==> config.mk <==
export PLATFORM = sky130hd
export DESIGN_NAME = store_rmw_writer
export DESIGN_NICKNAME = d
export VERILOG_FILES = /design/src/rtl/store_rmw_writer.sv
export SDC_FILE = /design/constraint.sdc
export NUM_CORES = 1
export LEC_CHECK = 0
export BUFFER_PORTS_ARGS = -buffer_cell sky130_fd_sc_hd__buf_2
export CAP_MARGIN = 25
export CORE_MARGIN = 5
export CORE_UTILIZATION = 50
export CTS_CLUSTER_DIAMETER = 120
export CTS_CLUSTER_SIZE = 20
export DETAILED_ROUTE_END_ITERATION = 7
export PLACE_DENSITY_LB_ADDON = 0.08
export SKIP_LAST_GASP = 1
export SYNTH_ARGS = -nofsm -noshare
export SYNTH_HDL_FRONTEND = slang
export SYNTH_SLANG_ARGS = --single-unit
==> constraint.sdc <==
create_clock -name clk -period 4.2 [get_ports clk]
set_input_delay 0.84 -clock clk [delete_from_list [all_inputs] [get_ports clk]]
set_output_delay 0.84 -clock clk [all_outputs]
set_load 0.05 [all_outputs]
==> src/rtl/store_rmw_writer.sv <==
// Store writer for a word-only data memory: sw writes directly, sb/sh do a
// read-modify-write of the aligned word. Misaligned or reserved ops finish with err.
module store_rmw_writer #(
  parameter int ADDR_W = 32,
  parameter int DATA_W = 32
) (
  input  logic              clk,
  input  logic              reset,
  input  logic              req_valid,
  output logic              req_ready,
  input  logic [1:0]        req_op,
  input  logic [ADDR_W-1:0] req_addr,
  input  logic [DATA_W-1:0] req_wdata,
  output logic [ADDR_W-1:0] mem_addr,
  output logic              mem_rd_en,
  input  logic [DATA_W-1:0] mem_rdata,
  input  logic              mem_rdata_valid,
  output logic              mem_wr_en,
  output logic [DATA_W-1:0] mem_wdata,
  output logic              done,
  output logic              err
);

  localparam logic [1:0] OP_SB = 2'b00;
  localparam logic [1:0] OP_SH = 2'b01;
  localparam logic [1:0] OP_SW = 2'b10;

  typedef enum logic [2:0] {
    S_IDLE  = 3'd0,
    S_READ  = 3'd1,
    S_WAIT  = 3'd2,
    S_WRITE = 3'd3,
    S_ERR   = 3'd4
  } state_t;

  state_t            r_state, w_next;
  logic [1:0]        r_op;
  logic [1:0]        r_lane;
  logic [DATA_W-1:0] r_wdata;
  logic [ADDR_W-1:0] r_mem_addr;
  logic [DATA_W-1:0] r_mem_wdata;
  logic              r_ready, r_rd_en, r_wr_en, r_done, r_err;
  logic              w_accept, w_bad;
  logic [DATA_W-1:0] w_merged;

  assign w_accept = req_valid && (r_state == S_IDLE);

  // sb can never be misaligned; sh needs halfword alignment, sw word alignment.
  assign w_bad = (req_op == 2'b11) ||
                 ((req_op == OP_SH) && req_addr[0]) ||
                 ((req_op == OP_SW) && (req_addr[1:0] != 2'b00));

  always_comb begin
    w_next = r_state;
    case (r_state)
      S_IDLE:  if (req_valid) w_next = w_bad ? S_ERR : ((req_op == OP_SW) ? S_WRITE : S_READ);
      S_READ:  w_next = S_WAIT;
      S_WAIT:  if (mem_rdata_valid) w_next = S_WRITE;
      S_WRITE: w_next = S_IDLE;
      S_ERR:   w_next = S_IDLE;
      default: w_next = S_IDLE;
    endcase
  end

  always_comb begin
    w_merged = mem_rdata;
    case (r_op)
      OP_SB:   w_merged[{r_lane, 3'b000} +: 8] = r_wdata[7:0];
      OP_SH:   if (r_lane[1]) w_merged[31:16] = r_wdata[15:0];
               else           w_merged[15:0]  = r_wdata[15:0];
      default: w_merged = r_wdata;
    endcase
  end

  // Strobes are registered from the next state so they are clean and one cycle wide.
  always_ff @(posedge clk or posedge reset) begin
    if (reset) begin
      r_state     <= S_IDLE;
      r_ready     <= 1'b1;
      r_rd_en     <= 1'b0;
      r_wr_en     <= 1'b0;
      r_done      <= 1'b0;
      r_err       <= 1'b0;
      r_op        <= '0;
      r_lane      <= '0;
      r_wdata     <= '0;
      r_mem_addr  <= '0;
      r_mem_wdata <= '0;
    end else begin
      r_state <= w_next;
      r_ready <= (w_next == S_IDLE);
      r_rd_en <= (w_next == S_READ);
      r_wr_en <= (w_next == S_WRITE);
      r_done  <= (w_next == S_WRITE) || (w_next == S_ERR);
      r_err   <= (w_next == S_ERR);
      if (w_accept) begin
        r_op       <= req_op;
        r_lane     <= req_addr[1:0];
        r_wdata    <= req_wdata;
        r_mem_addr <= {req_addr[ADDR_W-1:2], 2'b00};
        if (req_op == OP_SW) r_mem_wdata <= req_wdata;
      end
      if ((r_state == S_WAIT) && mem_rdata_valid) r_mem_wdata <= w_merged;
    end
  end

  assign req_ready = r_ready;
  assign mem_addr  = r_mem_addr;
  assign mem_wdata = r_mem_wdata;
  assign mem_rd_en = r_rd_en;
  assign mem_wr_en = r_wr_en;
  assign done      = r_done;
  assign err       = r_err;

endmodule

# Word-level counts from Yosys, hierarchy flattened
# Index checks and enable logic that the tools add are counted.
# Widths: inputs -> output; s select.
# word_totals
reg_bits,106
latchBits,0
mem_bits_rw,0
mem_bits_ro,0
in_bits,102
output_inout_bits,69
word_cells,49
mem_count,0
# classes
addsub,1
multipliers,0
n_div,0
order_cmp,0
eq_ne,9
n_shift,2
mux,12
bitwise_logic,0
n_reduce_logical,14
# ops
cell,count
$mux 32,3
$pmux 32 s2,1
$bwmux 32,1
$mux 16,2
$shift 8x7->32 const A,1
$shiftx 8x7->32,1
$mux 3,3
$pmux 3 s3,1
$neg 5->7,1
$eq 3x1->1 const B,2
$eq 3x2->1 const B,2
$logic_not 3->1,2
$reduce_bool 2->1,3
$eq 2x1->1 const B,2
$eq 2x2->1 const B,2
$logic_and 1x1->1,4
$eq 3x3->1 const B,1
$logic_or 1x1->1,3
$logic_not 2->1,1
$mux 2,1
$reduce_and 2->1,1

# Longest topological paths before layout
# Gate-level depths: netlist of run 1.
# logic_depth
ltp_word,9
ltp_mapped,8
depth_no_buf,6

# Worst setup path after synthesis of run 1
# No wires, ideal clock.
# synth_path
path_type,reg2reg
startpoint,register r_lane[1]
endpoint,register r_mem_wdata[22] (netlist: mem_wdata[22])
setup_ns,0.145
arrival_time_ns,1.756
required_time_ns,4.055
path_slack_ns,2.299
path_stages_with_launch,9
synth_period_minus_slack_ns,1.901
path_cell_list,dfrtp_1 > buf_4 > inv_2 > ha_1 > nor4b_1 > and3_1 > buf_2 > a221oi_1 > a32oi_1
# synth_via
elab_chain_len,5
elab_cells_between_ends,7
cone_classes,1 x add/sub; 2 x shift; 4 x mux
# synth_lines
element,line,text
from (decl),38,logic [1:0] r_lane;
from (signal assigned),98,r_lane <= req_addr[1:0];
$neg 5->7,68,"OP_SB: w_merged[{r_lane, 3'b000} +: 8] = r_wdata[7:0];"
$shiftx 8x7->32 or $shift 8x7->32 (tied branches),68,
$bwmux 32,68,
$pmux 32 s2 (*),67,case (r_op)
$mux 32 (*),103,if ((r_state == S_WAIT) && mem_rdata_valid) r_mem_wdata <= w_merged;
to (signal assigned),101,if (req_op == OP_SW) r_mem_wdata <= req_wdata;
to (signal assigned),103,
to (decl),41,logic [DATA_W-1:0] r_mem_wdata;
# Mark *: on every way between the ends. The rest lies on a longest branch, timed or not.
# A chain may end at the register's enable or synchronous reset.

# Final worst setup path of run 1
# layout_path
startpoint,register r_state[2]
endpoint,register r_mem_wdata[19] (netlist: mem_wdata[19])
# layout_via
elab_chain_len,4
elab_cells_between_ends,8
cone_classes,1 x eq/ne; 1 x mux; 6 x reduce/logical
# layout_lines
element,line,text
from (decl),36,"state_t r_state, w_next;"
from (signal assigned),90,r_state <= w_next;
$eq 3x2->1 or $logic_not 3->1 (tied branches),"103, 46",
$logic_and 1x1->1 (on tied branches),"103, 46",
$reduce_bool 2->1 (no line),n/a,
$reduce_and 2->1 (no line),n/a,
# Several ways; a longest one is shown, not always the timed one.

==> report_table.html, run 1 <==
<table>
<tr><th>Metric</th><th>Value</th></tr>
<tr><th colspan="2">Status</th></tr>
<tr><td>Result of the run</td><td>completed</td></tr>
<tr><th colspan="2">Timing</th></tr>
<tr><td>Final Max Slew Viols</td><td>0</td></tr>
<tr><td>Period utilization</td><td>0.544</td></tr>
<tr><td>Setup repair after global routing missed its margin</td><td>false</td></tr>
<tr><td>Highest attainable clock frequency</td><td>438 MHz</td></tr>
<tr><td>Slew at the pin closest to its max-slew limit</td><td>0.756 ns</td></tr>
<tr><td>Time the final worst path needs with I/O delays and setup</td><td>2.28 ns</td></tr>
<tr><td>Endpoints failing setup</td><td>0</td></tr>
<tr><td>Post-Route Setup TNS</td><td>0 ns</td></tr>
<tr><td>Headroom to the max-slew limit</td><td>0.496</td></tr>
<tr><td>Final number of hold-violating endpoints</td><td>0</td></tr>
<tr><td>Final Skew</td><td>0.00742 ns</td></tr>
<tr><th colspan="2">Global route</th></tr>
<tr><td>Number of global-route vias before repair</td><td>4608</td></tr>
<tr><td>Maximum number of pins on one net before global-route repair</td><td>60</td></tr>
<tr><td>Global route overflow</td><td>0</td></tr>
<tr><td>Aggregate global-route resource usage</td><td>0.237</td></tr>
<tr><td>Initial antenna violation count</td><td>1</td></tr>
<tr><td>Global-route wire length before repair</td><td>23900 um</td></tr>
<tr><th colspan="2">Die</th></tr>
<tr><td>Die X</td><td>112 um</td></tr>
<tr><td>Floorplan die height</td><td>112 um</td></tr>
<tr><td>Starting Density</td><td>0.509</td></tr>
<tr><td>Cell row count</td><td>37</td></tr>
<tr><td>Area inside the core boundary</td><td>10200 um2</td></tr>
<tr><td>Die area</td><td>12600 um2</td></tr>
<tr><td>Ports</td><td>171</td></tr>
<tr><th colspan="2">Synth</th></tr>
<tr><td>Syn. warnings</td><td>0</td></tr>
<tr><td>Adder and majority gate portion of the synthesized area</td><td>0.0120</td></tr>
<tr><td>Cells after synthesis</td><td>462</td></tr>
<tr><td>Seq/Total Area, Yosys</td><td>0.509</td></tr>
<tr><td>Number of distinct library cell variants in the gate-level netlist after synthesis</td><td>38</td></tr>
<tr><td>Post-synthesis register bit count</td><td>106</td></tr>
<tr><td>Main combinational cell family by area after synthesis</td><td>multiplexers</td></tr>
<tr><td>Post-synthesis simple-gate area fraction</td><td>0.101</td></tr>
<tr><td>Mux cell area share after synthesis</td><td>0.169</td></tr>
<tr><td>Mapped cell area</td><td>5210 um2</td></tr>
<tr><td>Xor and xnor area share after synthesis</td><td>0</td></tr>
<tr><td>Compound-cell area share of the yosys netlist</td><td>0.165</td></tr>
<tr><td>Avg Inst Size Synth</td><td>11.3 um2</td></tr>
<tr><th colspan="2">Setup path</th></tr>
<tr><td>Nature of the critical path endpoint</td><td>register</td></tr>
<tr><td>Critical path peak fanout</td><td>59</td></tr>
<tr><td>Reg2reg setup slack</td><td>1.92 ns</td></tr>
<tr><td>Launching element type of the critical path</td><td>register</td></tr>
<tr><td>R2R cell count</td><td>6</td></tr>
<tr><td>Reg2Reg Capture Point</td><td>mem_wdata[19]</td></tr>
<tr><td>Most numerous cell on the critical path</td><td>sky130_fd_sc_hd__buf_4</td></tr>
<tr><td>Top Family by Delay on Critical Path</td><td>buffers and inverters</td></tr>
<tr><td>Start of the worst register-to-register path</td><td>r_state[2]</td></tr>
<tr><td>Crit-path slowest cell</td><td>sky130_fd_sc_hd__buf_4</td></tr>
<tr><td>Crit path buf inv count</td><td>2</td></tr>
<tr><td>Worst EP arrival</td><td>2.51 ns</td></tr>
<tr><td>Cells along the critical path</td><td>nor4b_4 &gt; buf_4 &gt; nand3b_1 &gt; buf_4 &gt; nand2_1 &gt; a32oi_1</td></tr>
<tr><td>Startpoint-to-endpoint class of the critical path</td><td>register to register</td></tr>
<tr><td>Crit-path max cell delay</td><td>0.66 ns</td></tr>
<tr><td>Data required time at the worst endpoint</td><td>4.43 ns</td></tr>
<tr><th colspan="2">CTS</th></tr>
<tr><td>Maximum number of buffers from clock root to sink</td><td>2</td></tr>
<tr><td>Clock-pin slew on the worst setup and hold paths</td><td>0.10 ns</td></tr>
<tr><td>Clock network latency to the later pin of the worst-skew pair</td><td>0.38 ns</td></tr>
<tr><td>Post-CTS sizing</td><td>0</td></tr>
<tr><td>Total CTS buffers</td><td>9</td></tr>
<tr><td>CTS H-tree lvls</td><td>3</td></tr>
<tr><td>TritonCTS clock tree</td><td>built</td></tr>
<tr><td>Number of clock sinks</td><td>106</td></tr>
<tr><td>Total of hold buffers inserted after clock tree synthesis</td><td>0</td></tr>
<tr><td>Clk Tree Root Cell</td><td>sky130_fd_sc_hd__clkbuf_8</td></tr>
<tr><td>Buffers inserted during post-CTS setup optimization</td><td>0</td></tr>
<tr><th colspan="2">Layout</th></tr>
<tr><td>Synthesis-to-finish area growth</td><td>21.8%</td></tr>
<tr><td>Post-layout nets</td><td>724</td></tr>
<tr><td>Proportion of layout cells with a drive suffix above 1</td><td>0.329</td></tr>
<tr><td>Most frequent cells in the layout</td><td>sky130_fd_sc_hd__buf_2 (168), sky130_fd_sc_hd__dfrtp_1 (105), sky130_fd_sc_hd__nand2_1 (82)</td></tr>
<tr><td>Share of the core filled with cells</td><td>0.620</td></tr>
<tr><td>Filler Cells Inserted</td><td>892</td></tr>
<tr><td>Most common cell after layout, fill and taps aside</td><td>sky130_fd_sc_hd__buf_2</td></tr>
<tr><td>Ant diodes</td><td>0</td></tr>
<tr><td>Number of cells in the finished layout apart from fillers</td><td>757</td></tr>
<tr><th colspan="2">Power and ir drop</th></tr>
<tr><td>Pwr per Cell Area</td><td>904 nW/um2</td></tr>
<tr><td>Tot Pwr</td><td>0.00574 W</td></tr>
<tr><td>Leakage dissipation</td><td>2.97 nW</td></tr>
<tr><td>Peak supply drop</td><td>0.514 mV</td></tr>
<tr><th colspan="2">Detailed routing</th></tr>
<tr><td>Post-detailed-routing wire length</td><td>14700 um</td></tr>
<tr><td>Routed length per instance</td><td>19.5 um</td></tr>
<tr><td>DRC</td><td>0</td></tr>
<tr><td>Number of optimization iterations in the first detailed-route pass</td><td>4</td></tr>
<tr><td>Number of design-rule violations left by the first detailed-router iteration</td><td>248</td></tr>
<tr><td>Vias per std cell</td><td>5.82</td></tr>
<tr><td>Vias</td><td>4402</td></tr>
<tr><td>Antenna-violating nets left</td><td>0</td></tr>
<tr><th colspan="2">Min path</th></tr>
<tr><td>Worst hold path stage count</td><td>1</td></tr>
<tr><td>Origin of the worst min-delay path</td><td>mem_addr[7]</td></tr>
<tr><td>End of the worst hold path</td><td>mem_addr[7]</td></tr>
<tr><td>Worst hold path class</td><td>register to register</td></tr>
<tr><th colspan="2">Place</th></tr>
<tr><td>Cell Count Post-Placement</td><td>742</td></tr>
<tr><td>Sum of net half-perimeters after detailed placement</td><td>10200 um</td></tr>
<tr><td>Number of buffers added on ports</td><td>168</td></tr>
<tr><td>Final estimated routing congestion in global placement</td><td>0.807</td></tr>
<tr><th colspan="2">Run</th></tr>
<tr><td>Max-capacitance violation count</td><td>0</td></tr>
</table>
## cell type report
type,instances,area [um2],area share
clock inverters,2,35.0,0.00552
well taps,136,170,0.0268
flip-flops and latches,106,2650,0.418
inverters,7,28.8,0.00454
multi-input cells,313,2350,0.371
repair buffers,180,935,0.147
clock buffers,13,169,0.0266
## worst max path at each step
stage	start	endpoint	slack [ns]	depth (start not counted)
6_report	r_state[2]	mem_wdata[19]	1.92	6
3_3_place_gp	req_valid	mem_wdata[9]	1.59	7
4_1_cts	r_state[2]	mem_wdata[15]	1.87	6
3_5_place_dp	req_valid	mem_wdata[15]	1.49	7
5_1_grt	r_state[2]	mem_wdata[5]	1.77	6
2_1_floorplan	reset	done	0.57	1
## through the flow
step / instance area [um2] / setup WS [ns] / hold WS (ns)
after CTS: 6340 / 1.87 / 0.491
after floorplan: 5210 / 0.573 / 0.458
final: 6340 / 1.92 / 0.485
after global routing: 6340 / 1.77 / 0.519
after global placement: 6120 / 1.59 / 0.463
after detailed placement: 6140 / 1.49 / 0.470
## Yosys cell counts (all sizes together)
master	instances	area [um2]
nor2	12	45.0
nand2b	1	6.26
o21a	1	7.51
dfrtp	105	2630
nor2b	3	18.8
a311oi	1	8.76
a221oi	24	210
nor3b	2	15.0
mux2i	16	160
nand3b	1	7.51
nor4b	3	32.5
conb	1	3.75
o21ai	2	10.0
and3	1	6.26
a211o	2	17.5
a22o	24	210
clkbuf	12	45.0
inv	7	26.3
o21bai	1	7.51
and4b	1	10.0
nand2	82	308
a31oi	16	100
o211ai	8	60.1
a32oi	16	140
nor4bb	2	20.0
dfstp	1	26.3
and3b	1	8.76
mux2	64	721
a21oi	17	85.1
buf	25	155
ha	5	62.6
nor3	4	35.0
nand4bb	1	11.3
## sequential cells by signal, indices dropped and copies added, names as in the netlist
register   cells
mem_wdata     32
r_wdata       32
mem_addr      30
r_state        3
r_lane         2
r_op           2
done           1
err            1
mem_rd_en      1
mem_wr_en      1
req_ready      1
## cell families (layout without fill, tap and decap cells)
kind of cell             count (synthesis)  in the layout
buffers and inverters                   44            202
other                                    1              2
multiplexers                            80             80
AO/OA/AOI/OAI                          112            112
flip-flops                             106            106
adder cells (fa/ha/maj)                  5              5
AND/OR/NAND/NOR                        114            114
## worst register-to-register path: cells and delay by family, from the launching register on
| family | cells | cell delay [ns] |
|---|---|---|
| AOI/OAI and AO/OA | 1 | 0.11 |
| and+or+nand+nor | 3 | 0.61 |
| DFF | 1 | 0.45 |
| buffers and inverters | 2 | 0.96 |
## per-layer routing
metal / up-vias / global-route usage / share of wire
li1: 2010 / - / -
met1: 2181 / 0.317 / 0.43
met2: 181 / 0.382 / 0.47
met3: 28 / 0.0588 / 0.077
met4: 2 / 0.0777 / 0.020
met5: - / 0 / 0.00047
## report_power, final
group / leakage [nW] / switching, W / internal (W) / total, W
clock: 0.106 / 0.000345 / 0.000321 / 0.000666
combinational: 1.61 / 0.00217 / 0.000958 / 0.00312
sequential: 1.25 / 0.000405 / 0.00154 / 0.00195
Note: power is estimated with default switching activity, not from simulation.
==> run 2: changes to the inputs <==
- clock period: 4.2 -> 2.15 ns (I/O delays scaled with it)
==> report_table.html, run 2 (same netlist as run 1, synthesis figures left out) <==
<table>
<tr><th>Metric</th><th>Value</th></tr>
<tr><th colspan="2">Setup path</th></tr>
<tr><td>Data required time at the worst endpoint</td><td>2.45 ns</td></tr>
<tr><td>Reg2reg setup slack</td><td>0.18 ns</td></tr>
<tr><td>Start of the worst register-to-register path</td><td>r_lane[1]</td></tr>
<tr><td>Critical path peak fanout</td><td>20</td></tr>
<tr><td>Crit-path slowest cell</td><td>sky130_fd_sc_hd__dfrtp_1</td></tr>
<tr><td>Crit path buf inv count</td><td>2</td></tr>
<tr><td>Top Family by Delay on Critical Path</td><td>buffers and inverters</td></tr>
<tr><td>Most numerous cell on the critical path</td><td>sky130_fd_sc_hd__buf_4</td></tr>
<tr><td>Cells along the critical path</td><td>buf_4 &gt; ha_1 &gt; nor4bb_1 &gt; buf_4 &gt; a22o_1 &gt; a21oi_1 &gt; a31oi_1</td></tr>
<tr><td>Launching element type of the critical path</td><td>register</td></tr>
<tr><td>Crit-path max cell delay</td><td>0.37 ns</td></tr>
<tr><td>R2R cell count</td><td>7</td></tr>
<tr><td>Reg2Reg Capture Point</td><td>mem_wdata[24]</td></tr>
<tr><td>Nature of the critical path endpoint</td><td>register</td></tr>
<tr><td>Worst EP arrival</td><td>2.27 ns</td></tr>
<tr><td>Startpoint-to-endpoint class of the critical path</td><td>register to register</td></tr>
<tr><th colspan="2">CTS</th></tr>
<tr><td>CTS H-tree lvls</td><td>3</td></tr>
<tr><td>Number of clock sinks</td><td>106</td></tr>
<tr><td>Clock network latency to the later pin of the worst-skew pair</td><td>0.38 ns</td></tr>
<tr><td>Clk Tree Root Cell</td><td>sky130_fd_sc_hd__clkbuf_8</td></tr>
<tr><td>Maximum number of buffers from clock root to sink</td><td>2</td></tr>
<tr><td>TritonCTS clock tree</td><td>built</td></tr>
<tr><td>Total CTS buffers</td><td>9</td></tr>
<tr><td>Clock-pin slew on the worst setup and hold paths</td><td>0.10 ns</td></tr>
<tr><td>Buffers inserted during post-CTS setup optimization</td><td>0</td></tr>
<tr><th colspan="2">Place</th></tr>
<tr><td>Placed Instance Area</td><td>6260 um2</td></tr>
<tr><td>Number of buffers added on ports</td><td>168</td></tr>
<tr><td>Pre-CTS setup slack</td><td>0.166 ns</td></tr>
<tr><td>Cell Count Post-Placement</td><td>750</td></tr>
<tr><td>Sum of net half-perimeters after detailed placement</td><td>10300 um</td></tr>
<tr><td>Final estimated routing congestion in global placement</td><td>0.873</td></tr>
<tr><th colspan="2">Global route</th></tr>
<tr><td>Global-route wire length before repair</td><td>23900 um</td></tr>
<tr><td>Maximum number of pins on one net before global-route repair</td><td>57</td></tr>
<tr><td>Number of global-route vias before repair</td><td>4535</td></tr>
<tr><td>Global route overflow</td><td>0</td></tr>
<tr><td>Aggregate global-route resource usage</td><td>0.238</td></tr>
<tr><td>Initial antenna violation count</td><td>1</td></tr>
<tr><th colspan="2">Timing</th></tr>
<tr><td>Highest attainable clock frequency</td><td>508 MHz</td></tr>
<tr><td>Time the final worst path needs with I/O delays and setup</td><td>1.97 ns</td></tr>
<tr><td>Final number of hold-violating endpoints</td><td>0</td></tr>
<tr><td>Period utilization</td><td>0.916</td></tr>
<tr><td>Slew at the pin closest to its max-slew limit</td><td>0.691 ns</td></tr>
<tr><td>Headroom to the max-slew limit</td><td>0.538</td></tr>
<tr><td>Post-Route Setup TNS</td><td>0 ns</td></tr>
<tr><td>Setup repair after global routing missed its margin</td><td>false</td></tr>
<tr><td>Endpoints failing setup</td><td>0</td></tr>
<tr><td>Final Skew</td><td>0.0125 ns</td></tr>
<tr><td>Worst setup margin</td><td>0.180 ns</td></tr>
<tr><td>Final Max Slew Viols</td><td>0</td></tr>
<tr><td>Post-Route Hold Slack</td><td>0.0626 ns</td></tr>
<tr><th colspan="2">Power and ir drop</th></tr>
<tr><td>Peak supply drop</td><td>1.24 mV</td></tr>
<tr><td>Leakage dissipation</td><td>3.00 nW</td></tr>
<tr><td>Pwr per Cell Area</td><td>1740 nW/um2</td></tr>
<tr><th colspan="2">Layout</th></tr>
<tr><td>Proportion of layout cells with a drive suffix above 1</td><td>0.340</td></tr>
<tr><td>Most frequent cells in the layout</td><td>sky130_fd_sc_hd__buf_2 (168), sky130_fd_sc_hd__dfrtp_1 (104), sky130_fd_sc_hd__nand2_1 (82)</td></tr>
<tr><td>Most common cell after layout, fill and taps aside</td><td>sky130_fd_sc_hd__buf_2</td></tr>
<tr><td>Synthesis-to-finish area growth</td><td>23.7%</td></tr>
<tr><td>Final non-filler cell area</td><td>6440 um2</td></tr>
<tr><td>Filler Cells Inserted</td><td>875</td></tr>
<tr><td>Number of cells in the finished layout apart from fillers</td><td>766</td></tr>
<tr><td>Post-layout nets</td><td>732</td></tr>
<tr><td>Ant diodes</td><td>0</td></tr>
<tr><th colspan="2">Detailed routing</th></tr>
<tr><td>Routed length per instance</td><td>19.3 um</td></tr>
<tr><td>Vias</td><td>4411</td></tr>
<tr><td>Post-detailed-routing wire length</td><td>14800 um</td></tr>
<tr><td>Number of optimization iterations in the first detailed-route pass</td><td>6</td></tr>
<tr><td>Antenna-violating nets left</td><td>0</td></tr>
<tr><td>DRC</td><td>0</td></tr>
<tr><td>Vias per std cell</td><td>5.76</td></tr>
<tr><td>Number of design-rule violations left by the first detailed-router iteration</td><td>281</td></tr>
<tr><th colspan="2">Min path</th></tr>
<tr><td>Worst hold path class</td><td>input port to asynchronous set/reset pin</td></tr>
<tr><th colspan="2">Status</th></tr>
<tr><td>Result of the run</td><td>completed</td></tr>
<tr><th colspan="2">Run</th></tr>
<tr><td>Max-capacitance violation count</td><td>0</td></tr>
<tr><th colspan="2">Die</th></tr>
<tr><td>Die area</td><td>12600 um2</td></tr>
<tr><td>Die X</td><td>112 um</td></tr>
<tr><td>Area inside the core boundary</td><td>10200 um2</td></tr>
<tr><td>Ports</td><td>171</td></tr>
<tr><td>Floorplan die height</td><td>112 um</td></tr>
<tr><td>Cell row count</td><td>37</td></tr>
<tr><td>Starting Density</td><td>0.509</td></tr>
</table>
==> run 2: cell types whose count changed in the layout (fill, tap and decap cells not counted), sizes merged <==
cell | before | now
buf | 180 | 188
bufinv | 1 | 0
clkbuf | 13 | 14
clkinv | 1 | 2
clkinvlp | 0 | 1
inv | 7 | 6
==> run 2: power breakdown <==
| group | switching, W | internal [W] | total (W) |
|---|---|---|---|
| Clock | 0.000680 | 0.000488 | 0.00117 |
| Combinational | 0.00425 | 0.00199 | 0.00624 |
| Sequential | 0.000807 | 0.00301 | 0.00382 |
| Total | 0.00574 | 0.00549 | 0.0112 |
==> run 2: how the worst max path moves through the flow <==
stage,startpoint,end,slack [ns],depth (start not counted)
final,r_lane[1],mem_wdata[24],0.18,7
after global routing,r_lane[1],mem_wdata[27],0.03,7
after CTS,r_lane[0],mem_wdata[23],0.12,6
after detailed placement,r_lane[0],mem_wdata[23],0.17,6
after global placement,r_lane[0],mem_wdata[23],0.26,6
after floorplan,r_lane[1],mem_wdata[22],0.25,8
==> run 2: per-stage QoR <==
step	util	total power (W)
2_1_floorplan	-	0.00836
3_3_place_gp	0.612	0.00993
3_5_place_dp	0.612	0.0101
4_1_cts	0.629	0.0113
5_1_grt	0.630	0.0119
6_report	0.630	0.0112
==> run 2: worst register-to-register path: stages, from the launching register on <==
cell and delay (ns):
sky130_fd_sc_hd__dfrtp_1 0.37, sky130_fd_sc_hd__buf_4 0.34, sky130_fd_sc_hd__ha_1 0.25, sky130_fd_sc_hd__nor4bb_1 0.33, sky130_fd_sc_hd__buf_4 0.23, sky130_fd_sc_hd__a22o_1 0.14
sky130_fd_sc_hd__a21oi_1 0.08, sky130_fd_sc_hd__a31oi_1 0.15
==> run 2: cell type report <==
type	instances	area, um2	share of cell area
Clock inverter	2	13.8	0.00214
Multi-Input combinational cell	313	2360	0.366
Timing Repair Buffer	188	1050	0.163
Sequential cell	106	2660	0.412
Clock buffer	14	163	0.0252
Inverter	7	30.0	0.00466
Tap cell	136	170	0.0264
==> run 2: metal layers <==
metal  part of all wire  global-route usage  vias up
li1                   -                   -     2039
met1               0.42               0.321     2169
met2               0.48               0.378      186
met3              0.088              0.0803       15
met4              0.013              0.0553        2
met5            0.00047                   0        -
==> run 2: repair_timing <==
| item | in CTS | in global routing |
|---|---|---|
| gates resized for setup | 0 | 4 |
| setup endpoints to repair | 0 | 18 |
| hold buffers | 0 | 0 |
==> run 3: changes to the inputs <==
- clock period: 2.15 -> 2.1 ns (I/O delays scaled with it)
==> report_table.html, run 3 (same netlist as run 1, synthesis figures left out) <==
<table>
<tr><th>Metric</th><th>Value</th></tr>
<tr><th colspan="2">Power and ir drop</th></tr>
<tr><td>Leakage dissipation</td><td>3.03 nW</td></tr>
<tr><td>Pwr per Cell Area</td><td>1800 nW/um2</td></tr>
<tr><td>Peak supply drop</td><td>1.02 mV</td></tr>
<tr><th colspan="2">Timing</th></tr>
<tr><td>Slew at the pin closest to its max-slew limit</td><td>0.688 ns</td></tr>
<tr><td>Final Skew</td><td>0.00877 ns</td></tr>
<tr><td>Post-Route Setup TNS</td><td>0 ns</td></tr>
<tr><td>Setup repair after global routing missed its margin</td><td>false</td></tr>
<tr><td>Highest attainable clock frequency</td><td>525 MHz</td></tr>
<tr><td>Final Max Slew Viols</td><td>0</td></tr>
<tr><td>Time the final worst path needs with I/O delays and setup</td><td>1.90 ns</td></tr>
<tr><td>Headroom to the max-slew limit</td><td>0.540</td></tr>
<tr><td>Final number of hold-violating endpoints</td><td>0</td></tr>
<tr><td>Period utilization</td><td>0.906</td></tr>
<tr><td>Endpoints failing setup</td><td>0</td></tr>
<tr><td>Worst setup margin</td><td>0.196 ns</td></tr>
<tr><th colspan="2">Die</th></tr>
<tr><td>Area inside the core boundary</td><td>10200 um2</td></tr>
<tr><td>Cell row count</td><td>37</td></tr>
<tr><td>Die area</td><td>12600 um2</td></tr>
<tr><td>Die X</td><td>112 um</td></tr>
<tr><td>Starting Density</td><td>0.509</td></tr>
<tr><td>Ports</td><td>171</td></tr>
<tr><td>Floorplan die height</td><td>112 um</td></tr>
<tr><th colspan="2">Detailed routing</th></tr>
<tr><td>DRC</td><td>0</td></tr>
<tr><td>Number of design-rule violations left by the first detailed-router iteration</td><td>336</td></tr>
<tr><td>Vias</td><td>4402</td></tr>
<tr><td>Antenna-violating nets left</td><td>0</td></tr>
<tr><td>Routed length per instance</td><td>19.0 um</td></tr>
<tr><td>Number of optimization iterations in the first detailed-route pass</td><td>5</td></tr>
<tr><td>Post-detailed-routing wire length</td><td>14500 um</td></tr>
<tr><td>Vias per std cell</td><td>5.75</td></tr>
<tr><th colspan="2">Global route</th></tr>
<tr><td>Global-route wire length before repair</td><td>23900 um</td></tr>
<tr><td>Initial antenna violation count</td><td>2</td></tr>
<tr><td>Maximum number of pins on one net before global-route repair</td><td>57</td></tr>
<tr><td>Global route overflow</td><td>0</td></tr>
<tr><td>Number of global-route vias before repair</td><td>4665</td></tr>
<tr><td>Aggregate global-route resource usage</td><td>0.235</td></tr>
<tr><th colspan="2">Setup path</th></tr>
<tr><td>Reg2reg setup slack</td><td>0.20 ns</td></tr>
<tr><td>Startpoint-to-endpoint class of the critical path</td><td>register to register</td></tr>
<tr><td>R2R cell count</td><td>5</td></tr>
<tr><td>Data required time at the worst endpoint</td><td>2.40 ns</td></tr>
<tr><td>Start of the worst register-to-register path</td><td>r_lane[1]</td></tr>
<tr><td>Worst EP arrival</td><td>2.20 ns</td></tr>
<tr><td>Critical path peak fanout</td><td>20</td></tr>
<tr><td>Nature of the critical path endpoint</td><td>register</td></tr>
<tr><td>Reg2Reg Capture Point</td><td>mem_wdata[12]</td></tr>
<tr><td>Launching element type of the critical path</td><td>register</td></tr>
<tr><th colspan="2">CTS</th></tr>
<tr><td>Total CTS buffers</td><td>9</td></tr>
<tr><td>TritonCTS clock tree</td><td>built</td></tr>
<tr><td>CTS H-tree lvls</td><td>3</td></tr>
<tr><td>Post-CTS sizing</td><td>0</td></tr>
<tr><td>Maximum number of buffers from clock root to sink</td><td>2</td></tr>
<tr><td>Clk Tree Root Cell</td><td>sky130_fd_sc_hd__clkbuf_8</td></tr>
<tr><td>Number of clock sinks</td><td>106</td></tr>
<tr><td>Clock-pin slew on the worst setup and hold paths</td><td>0.10 ns</td></tr>
<tr><td>Clock network latency to the later pin of the worst-skew pair</td><td>0.38 ns</td></tr>
<tr><td>Total of hold buffers inserted after clock tree synthesis</td><td>0</td></tr>
<tr><td>Buffers inserted during post-CTS setup optimization</td><td>0</td></tr>
<tr><th colspan="2">Layout</th></tr>
<tr><td>Post-layout nets</td><td>733</td></tr>
<tr><td>Synthesis-to-finish area growth</td><td>24.3%</td></tr>
<tr><td>Filler Cells Inserted</td><td>875</td></tr>
<tr><td>Most common cell after layout, fill and taps aside</td><td>sky130_fd_sc_hd__buf_2</td></tr>
<tr><td>Most frequent cells in the layout</td><td>sky130_fd_sc_hd__buf_2 (168), sky130_fd_sc_hd__dfrtp_1 (105), sky130_fd_sc_hd__nand2_1 (82)</td></tr>
<tr><td>Ant diodes</td><td>0</td></tr>
<tr><td>Proportion of layout cells with a drive suffix above 1</td><td>0.340</td></tr>
<tr><td>Share of the core filled with cells</td><td>0.633</td></tr>
<tr><th colspan="2">Status</th></tr>
<tr><td>Result of the run</td><td>completed</td></tr>
<tr><th colspan="2">Place</th></tr>
<tr><td>Number of buffers added on ports</td><td>168</td></tr>
<tr><td>Final estimated routing congestion in global placement</td><td>0.838</td></tr>
<tr><td>Pre-CTS setup slack</td><td>0.243 ns</td></tr>
<tr><td>Sum of net half-perimeters after detailed placement</td><td>10300 um</td></tr>
<tr><th colspan="2">Run</th></tr>
<tr><td>Max-capacitance violation count</td><td>0</td></tr>
<tr><th colspan="2">Min path</th></tr>
<tr><td>Worst hold path class</td><td>input port to asynchronous set/reset pin</td></tr>
</table>
-- run 3: worst max-delay path by stage --
stage	from	endpoint	slack, ns	depth (start not counted)
5_1_grt	r_lane[1]	mem_wdata[28]	0.02	7
3_3_place_gp	r_lane[0]	mem_wdata[6]	0.32	6
3_5_place_dp	r_lane[0]	mem_wdata[4]	0.24	6
6_report	r_lane[1]	mem_wdata[12]	0.20	5
2_1_floorplan	r_lane[1]	mem_wdata[22]	0.20	8
4_1_cts	r_lane[1]	mem_wdata[27]	0.22	7
-- run 3: cell type report --
class                           count  area, um2  area share
Sequential cell                   106       2650       0.410
Timing Repair Buffer              189       1060       0.164
Clock buffer                        9        124      0.0191
Multi-Input combinational cell    313       2350       0.363
Tap cell                          136        170      0.0263
Inverter                            7       30.0     0.00464
Clock inverter                      6       82.6      0.0128
-- run 3: routing by layer --
layer | wire length, um | global-route usage | vias to the layer above | part of all wire
met1 | 6270 | 0.319 | 2164 | 0.43
met3 | 1080 | 0.0582 | 18 | 0.074
li1 | - | - | 2041 | -
met4 | 191 | 0.0721 | 4 | 0.013
met5 | 23 | 0 | - | 0.0016
met2 | 6960 | 0.376 | 175 | 0.48
-- run 3: critical path: stages, from the launching register on --
cell and delay, ns:
sky130_fd_sc_hd__dfrtp_1 0.37, sky130_fd_sc_hd__buf_4 0.34, sky130_fd_sc_hd__nor2b_1 0.62, sky130_fd_sc_hd__a22o_1 0.22, sky130_fd_sc_hd__a221oi_1 0.09, sky130_fd_sc_hd__a32oi_1 0.19
-- run 3: through the flow --
stage	total power, W	std cells	hold WS [ns]	instance area [um2]
global placement	0.0102	751	0.462	6270
global route	0.0123	766	0.143	6470
detailed placement	0.0103	751	0.471	6270
finish	0.0116	766	0.107	6470
CTS	0.0117	766	0.101	6470
floorplan	0.00856	463	0.458	5220
-- run 3: power breakdown --
| part | leakage (nW) | total (W) | switching [W] | internal [W] |
|---|---|---|---|---|
| clock network | 0.105 | 0.00136 | 0.000701 | 0.000659 |
| registers | 1.25 | 0.00391 | 0.000822 | 0.00308 |
| logic | 1.67 | 0.00636 | 0.00432 | 0.00204 |
